**src/rtl/mdu_pkg.sv**
```systemverilog
// Shared definitions for the multiply/divide unit: op encodings, FSM states
// and the default operand width.
package mdu_pkg;

    localparam int XLEN_DEF = 32;

    typedef enum logic [1:0] {
        OP_MULT  = 2'b00,
        OP_MULTU = 2'b01,
        OP_DIV   = 2'b10,
        OP_DIVU  = 2'b11
    } mdu_op_e;

    typedef enum logic [2:0] {
        IDLE = 3'd0,
        PREP = 3'd1,
        RUN  = 3'd2,
        FIX  = 3'd3,
        DONE = 3'd4
    } mdu_state_e;

endpackage

```
**src/rtl/mdu_step.sv**
```systemverilog
// One unsigned iteration: shift-add for multiply, restoring shift-subtract
// for divide. {hi,lo} is the partial product or {remainder, dividend/quotient}.
module mdu_step #(
    parameter int XLEN = 32
) (
    input  logic            is_div,
    input  logic [XLEN-1:0] hi,
    input  logic [XLEN-1:0] lo,
    input  logic [XLEN-1:0] m,
    output logic [XLEN-1:0] hi_nxt,
    output logic [XLEN-1:0] lo_nxt
);

    logic [XLEN:0]   sum;
    logic [XLEN:0]   shl;
    logic [XLEN-1:0] diff;
    logic            ge;

    assign sum  = {1'b0, hi} + (lo[0] ? {1'b0, m} : '0);
    assign shl  = {hi, lo[XLEN-1]};
    // When shl >= m the difference always fits in XLEN bits
    assign ge   = (shl >= {1'b0, m});
    assign diff = shl[XLEN-1:0] - m;

    always_comb begin
        if (is_div) begin
            hi_nxt = ge ? diff : shl[XLEN-1:0];
            lo_nxt = {lo[XLEN-2:0], ge};
        end else begin
            hi_nxt = sum[XLEN:1];
            lo_nxt = {sum[0], lo[XLEN-1:1]};
        end
    end

endmodule

```
**src/rtl/mult_div_ctrl.sv**
```systemverilog
// Iterative multiply/divide controller feeding the HI/LO write paths.
// Define MDU_DIV_ZERO_TRAP_EN to short-cut divide-by-zero with a div_zero pulse.
module mult_div_ctrl
    import mdu_pkg::*;
#(
    parameter int XLEN = XLEN_DEF
) (
    input  logic            clock,
    input  logic            reset,
    input  logic            start,
    input  logic [1:0]      op,
    input  logic [XLEN-1:0] operand_a,
    input  logic [XLEN-1:0] operand_b,
    output logic            busy,
    output logic            done,
    output logic [XLEN-1:0] hi_out,
    output logic [XLEN-1:0] lo_out,
    output logic            div_zero
);

    localparam int CW = $clog2(XLEN);
    localparam logic [CW-1:0] CNT_LAST = CW'(XLEN - 1);

    mdu_state_e        state_q, state_d;
    mdu_op_e           op_q;
    logic [XLEN-1:0]   a_q, b_q, m_q, hi_q, lo_q;
    logic [CW-1:0]     cnt_q;
    logic              neg_q, neg_r_q, bz_q;
    logic              is_div, is_signed, b_zero, sign_a, sign_b;
    logic [XLEN-1:0]   a_mag, b_mag, step_hi, step_lo, fix_hi, fix_lo;
    logic [2*XLEN-1:0] prod_neg;

    assign is_div    = (op_q == OP_DIV) || (op_q == OP_DIVU);
    assign is_signed = (op_q == OP_DIV) || (op_q == OP_MULT);
    assign b_zero    = (b_q == '0);
    assign sign_a    = is_signed & a_q[XLEN-1];
    assign sign_b    = is_signed & b_q[XLEN-1];
    assign a_mag     = sign_a ? -a_q : a_q;
    assign b_mag     = sign_b ? -b_q : b_q;
    assign prod_neg  = -{hi_q, lo_q};

    mdu_step #(.XLEN(XLEN)) u_step (
        .is_div (is_div),
        .hi     (hi_q),
        .lo     (lo_q),
        .m      (m_q),
        .hi_nxt (step_hi),
        .lo_nxt (step_lo)
    );

    always_comb begin
        state_d = state_q;
        case (state_q)
            IDLE: if (start) state_d = PREP;
`ifdef MDU_DIV_ZERO_TRAP_EN
            PREP: state_d = (is_div && b_zero) ? DONE : RUN;
`else
            PREP: state_d = RUN;
`endif
            RUN:  if (cnt_q == CNT_LAST) state_d = FIX;
            FIX:  state_d = DONE;
            DONE: state_d = IDLE;
            default: state_d = IDLE;
        endcase
    end

    // Quotient truncates toward zero; remainder follows the dividend's sign.
    // Divide by zero bypasses the fix so the raw all-ones / dividend result shows.
    always_comb begin
        fix_hi = hi_q;
        fix_lo = lo_q;
        if (!is_div) begin
            if (neg_q) {fix_hi, fix_lo} = prod_neg;
        end else if (bz_q) begin
            fix_hi = a_q;
            fix_lo = '1;
        end else begin
            if (neg_q)   fix_lo = -lo_q;
            if (neg_r_q) fix_hi = -hi_q;
        end
    end

    always_ff @(posedge clock or negedge reset) begin
        if (!reset) begin
            state_q <= IDLE;
            op_q    <= OP_MULT;
            a_q     <= '0;
            b_q     <= '0;
            m_q     <= '0;
            hi_q    <= '0;
            lo_q    <= '0;
            cnt_q   <= '0;
            neg_q   <= 1'b0;
            neg_r_q <= 1'b0;
            bz_q    <= 1'b0;
            hi_out  <= '0;
            lo_out  <= '0;
        end else begin
            state_q <= state_d;
            case (state_q)
                IDLE: if (start) begin
                    op_q <= mdu_op_e'(op);
                    a_q  <= operand_a;
                    b_q  <= operand_b;
                end
                PREP: begin
                    m_q     <= is_div ? b_mag : a_mag;
                    lo_q    <= is_div ? a_mag : b_mag;
                    hi_q    <= '0;
                    cnt_q   <= '0;
                    neg_q   <= sign_a ^ sign_b;
                    neg_r_q <= sign_a;
                    bz_q    <= b_zero;
                end
                RUN: begin
                    hi_q  <= step_hi;
                    lo_q  <= step_lo;
                    cnt_q <= cnt_q + CW'(1);
                end
                FIX: begin
                    hi_out <= fix_hi;
                    lo_out <= fix_lo;
                end
                default: ;
            endcase
        end
    end

`ifdef MDU_DIV_ZERO_TRAP_EN
    logic dz_q;
    always_ff @(posedge clock or negedge reset) begin
        if (!reset)                dz_q <= 1'b0;
        else if (state_q == PREP)  dz_q <= is_div && b_zero;
    end
    assign div_zero = (state_q == DONE) && dz_q;
`else
    assign div_zero = 1'b0;
`endif

    assign busy = (state_q != IDLE);
    assign done = (state_q == DONE);

endmodule

```
**config.mk**
```make
export PLATFORM = sky130hd
export DESIGN_NAME = mult_div_ctrl
export DESIGN_NICKNAME = d
export VERILOG_FILES = /design/src/rtl/mdu_pkg.sv /design/src/rtl/mdu_step.sv /design/src/rtl/mult_div_ctrl.sv
export SDC_FILE = /design/constraint.sdc
export NUM_CORES = 1
export LEC_CHECK = 0
export CORE_UTILIZATION = 60
export CTS_CLUSTER_DIAMETER = 100
export CTS_CLUSTER_SIZE = 12
export DETAILED_ROUTE_END_ITERATION = 10
export HOLD_SLACK_MARGIN = 0.06
export PLACE_DENSITY = 0.82
export SETUP_SLACK_MARGIN = 0.15
export SLEW_MARGIN = 20
export SYNTH_ARGS = -nofsm -noshare
export SYNTH_HDL_FRONTEND = slang
export SYNTH_SLANG_ARGS = --single-unit
```
**constraint.sdc**
```tcl
create_clock -name clock -period 6.3 [get_ports clock]
set_input_delay 0.945 -clock clock [delete_from_list [all_inputs] [get_ports clock]]
set_output_delay 0.945 -clock clock [all_outputs]
set_load 0.01 [all_outputs]
```
==> results.toml <==
[final_layout]
final_util_pct = 68.6
multi_input_area_um2 = 11100
fillerInstances = 2390
n_antenna_cell = 0
synthToLayoutAreaGrowth_pct = 11.5
drive_above_1_share_pct = 6.52
finalNetCount = 2302
final_area_um2 = 19900
fin_cells = 2546
regArea_um2 = 5940

[pwr]
power_leakage_nw = 8.26
powerDensity_nw_per_um2 = 614
total_power_mw = 12.2
ir_drop_mv = 0.320

[timing]
fin_ws_ns = 1.75
slew_violations = 0
tightest_slew_ns = 1.15
finalCritPeriodShare_pct = 72.2
rsz0062_at_grt = "false"
holdWs_ns = 0.280
fmax_mhz = 220
fin_crit_ns = 4.55
fin_skew_ns = 0.0139
setup_viol = 0
fin_setup_tns_ns = 0
relSlewSlack_pct = 23.3
finalHoldViolations = 0

[synthesis]
synthMuxAreaShare_pct = 8.32
synth_cells = 2129
synth_top_family_by_area = "compound AO/OA/AOI/OAI gates"
ys_ff_latch = 237
ys_types = 80
synth.area.top_cells = "dfrtp_1, o21ai_0, xnor2_1"
synth-simple-area-share_pct = 16.1
synth_fp_nets = 2270
yosysWarnings = 0
synth_top_cell_area_share_pct = 33.3
synth_fa_ha_area_share_pct = 5.14
ys_top_cells_by_count = "dfrtp_1, nand2_1, o21ai_0"
ys_seq_area_share_pct = 33.3
yosysMostFrequentCell = "dfrtp_1"
synth_edf_count = 0
synth_compound_area_share_pct = 23.0
synth-main-ff-cell = "dfrtp_1"
netlist_area_um2 = 17800
synth-xor-area-share_pct = 9.39
yosysTopAreaCell = "dfrtp_1"
syn_avg_cell_area_um2 = 8.37
async_flop_share_pct = 100

[detailed_routing]
routedWlPerCell_um = 23.2
drt_wl_total_um = 58900
drtIter0Drc = 2129
via_per_inst = 6.66
vias = 17000
drc = 0
ant_nets = 0
drt_pass1_iterations = 6

[floorplan]
core_area_um2 = 28900
ios = 136
initial_core_util_pct = 61.6
std_cell_rows = 62
die_h_um = 174
die_area_um2 = 30400
die_w_um = 174

[worst_setup_path]
r2r_start = "lo_q[0]"
cp-start-kind = "flop"
max_stage_delay_ns = 0.89
rr_endpoint = "hi_q[29]"
critPathArrivalTime_ns = 4.95
required_ns = 6.70
critPathCaptureType = "flop"
crit_buf_inv = 2
r2r_cells = 13
cpLargestDelayFamily = "compound AO/OA/AOI/OAI gates"
critPathKind = "flop to flop"
r2r_slack_ns = 1.75
slowest_stage = "o41ai_1"
path_max_fanout = 31
startpoint = "lo_q[0]"
crit_chain = "inv_1 > buf_4 > nor2_1 > ha_1 > nor2b_1 > o2111ai_1 > a31oi_1 > o2111ai_1 > o41ai_1 > a2111oi_0 > nor3b_1 > nor3b_1 > a211o_1"

[placement]
placed_area_um2 = 19200
hpwl_um = 43000
dp.cells = 2519
pre_cts_ws_ns = 1.98
io_buffers = 134
place.gp.congestion = 0.973

[run_status]
status = "completed"

[global_routing]
grt-ovfl-total = 0
grt_max_degree = 129
grt_pass1_vias = 15800
grt_pass1_wl_um = 91300
antenna_found_initial = 2
track_usage_pct = 38.5

[cts]
cts_tree = "built"
post_cts_buffers = 0
cts.repair.resized = 0
clock_latency_ns = 0.53
cts_sinks = 237
path_clk_slew_ns = 0.07
cts_buffers = 23
htree_num_levels = 1
cts_root_buf = "clkbuf_16"
clockBufferDepth = 3
cts_hold_buf = 0

[flow_run]
maxCapViolations = 0

[worst_hold_path]
min_path_type = "input pin to asynchronous set/reset pin"
-- layout by cell type, fill, tap and decap left out, types with 12 or more instances in the layout --
cell and instances:
a211oi_1 13, a21o_1 33, a21oi_1 163, a22oi_1 14, a31oi_1 16, and2_1 13
buf_4 19, clkbuf_16 23, clkdlybuf4s50_1 133, dfrtp_1 234, ha_1 70, inv_1 71
mux2_2 65, mux2i_1 75, nand2_1 233, nand2b_1 17, nand3_1 22, nand4_1 12
nor2_1 170, nor3_1 36, nor4_1 18, o211ai_1 39, o21ai_0 220, o221ai_1 25
o31ai_1 18, o41ai_1 13, or3_1 24, xnor2_1 106, xor2_1 85
-- power by group --
| group | leakage [nW] | internal [mW] | total, mW | switching [mW] |
|---|---|---|---|---|
| logic | 5.06 | 3.09 | 7.59 | 4.50 |
| registers | 2.91 | 2.22 | 3.37 | 1.14 |
| clock network | 0.290 | 0.647 | 1.23 | 0.586 |
-- area by class of cell --
type / instances / area share (%)
inverter: 71 / 1.34
tap: 384 / 2.42
clock inverter: 1 / 0.0252
timing repair buffer: 154 / 7.64
clock buffer: 25 / 2.94
sequential: 237 / 29.9
multi-input combinational: 1674 / 55.7
-- state kept, by name, summed over array words and instances, names as in the netlist, 3 cells and up --
name and cells:
a_q 32, b_q 32, lo_out 32, m_q 32, state_q 3, hi_q 32
cnt_q 5, hi_out 32, lo_q 32
-- cell families after synthesis --
group / after synthesis
AND/OR/NAND/NOR: 618
other: 1
adder cells (fa/ha/maj): 72
flip-flops: 237
buffers and inverters: 218
XOR/XNOR: 191
multiplexers: 140
AO/OA/AOI/OAI: 652
-- per-layer routing --
metal | track usage [%] | part of all wire [%] | wire [µm] | vias up
met5 | 0 | 0.022 | 13 | -
met4 | 19.4 | 5.6 | 3330 | 2
met3 | 6.58 | 8.9 | 5260 | 187
met2 | 56.8 | 43 | 25500 | 944
met1 | 54.3 | 42 | 24900 | 8158
li1 | - | - | - | 7673
-- how the worst max path moves through the flow --
stage / slack (ns) / to / cells after the start
2_1_floorplan: 2.85 / hi_q[29] / 13
3_3_place_gp: 2.16 / hi_q[29] / 13
3_5_place_dp: 1.98 / hi_q[29] / 13
4_1_cts: 1.94 / hi_q[29] / 13
5_1_grt: 1.53 / hi_q[29] / 13
6_report: 1.75 / hi_q[29] / 13
Power figures use the tool's default switching activity.
==> variant (same settings) <==
Register the outputs `busy` and `done`, cleared by the reset; this adds one clock of latency there. The other outputs are not delayed to match.
--- a/src/rtl/mult_div_ctrl.sv
+++ b/src/rtl/mult_div_ctrl.sv
@@ -138,6 +138,13 @@
 `endif
 
-    assign busy = (state_q != IDLE);
-    assign done = (state_q == DONE);
+    always_ff @(posedge clock or negedge reset) begin
+        if (!reset) begin
+            busy <= '0;
+            done <= '0;
+        end else begin
+            busy <= (state_q != IDLE);
+            done <= (state_q == DONE);
+        end
+    end
 
 endmodule
Formal check against the unedited RTL: not equivalent (a bounded check fails within 4 cycles, from zero or initial values and one cycle with reset low).
==> variant against the unedited design <==
Wire length is 0.21% lower. Die area increased by 0.28%. Total power hardly changed. Area after synthesis rose by 0.28%. Via count about the same. Setup slack improved by 0.041 ns. Final area rose by 0.19%. Sequential cell count rose by 2. Critical endpoint unchanged. Largest power group unchanged.
==> variant: results <==
global_routing:
  grt_use_met2: 0.586
  antenna_found_initial: 2
  grt_pass1_vias: 16000
  grt_max_degree: 97
  grt_first_pass_wirelength_um: 91500
  met3_usage: 0.0647
  met1_usage: 0.543
  grt_util_all_layers: 0.383
placed_design:
  place_congestion: 0.981
  place_area_um2: 19300
  hpwlAfterDp_um: 42600
  placed_cells: 2523
  preCtsSetupSlack_ns: 1.99
route:
  wl_met1_um: 25300
  num_vias: 17000
  dr_wl_met2_um: 25900
  via_per_inst: 6.66
  top_layer: "met4"
  routed_wl_um: 58800
  wl_met3_um: 5330
  drt_iter0_drc: 1772
pwr:
  cellPowerDensity_nw_per_um2: 613
  netSwitchingPower_mw: 6.21
  power_leakage_nw: 8.28
  ir_drop_mv: 0.304
  sequentialPower_mw: 3.35
status:
  status: "finished clean"
synthesis:
  synth_mux_area_frac: 0.0830
  synth_fa_ha_area_frac: 0.0513
  yosys-top-cells-count: "239 x dfrtp_1, 233 x nand2_1, 220 x o21ai_0, 173 x nor2_1, 163 x a21oi_1"
  ys_top_cells_by_area: "dfrtp_1 33%, o21ai_0 6.2%, xnor2_1 5.2%, ha_1 4.9%, nand2_1 4.9%"
  synth_compound_area_frac: 0.229
  syn_avg_cell_area_um2: 8.38
  ys_types: 80
  seq_area_frac_synth: 0.335
  synth_xor_area_frac: 0.0937
  synth_warnings: 0
cells_and_area:
  finalNetCount: 2305
  drive_gt1_frac: 0.0647
  nFillCells: 2402
  syn_to_final_growth_pct: 11.4
timing:
  slew_headroom: 0.299
  skew_ns: 0.0155
setup_path:
  max_stage_delay_ns: 0.79
  worstPathArrival_ns: 4.92
  cp_max_fo: 32
clock_network:
  cts_setup_buffers: 0
  clk_latency_ns: 0.53
  cts_resized: 0
## variant: changes by cell type after synthesis
cell / change
clkbuf_1: +1
dfrtp_1: +2
buf_1: -1
## variant: area by class of cell
| type | instances | share of cell area |
|---|---|---|
| multi-input combinational | 1674 | 0.556 |
| sequential | 239 | 0.301 |
| timing repair buffer | 155 | 0.0758 |
| clock buffer | 26 | 0.0295 |
| tap | 384 | 0.0241 |
| inverter | 71 | 0.0134 |
## variant: final timing paths
check / from / end / slack (ns) / cells past startpoint
max in group asynchronous: reset / b_q[6] / 4.43 / 2
min: reset / hi_q[6] / 0.42 / 1
max reg2reg: lo_q[0] / hi_q[29] / 1.79 / 13
max: lo_q[0] / hi_q[29] / 1.79 / 13
min in group clock: m_q[15] / m_q[15] / 0.49 / 2
min reg2reg: m_q[15] / m_q[15] / 0.49 / 2
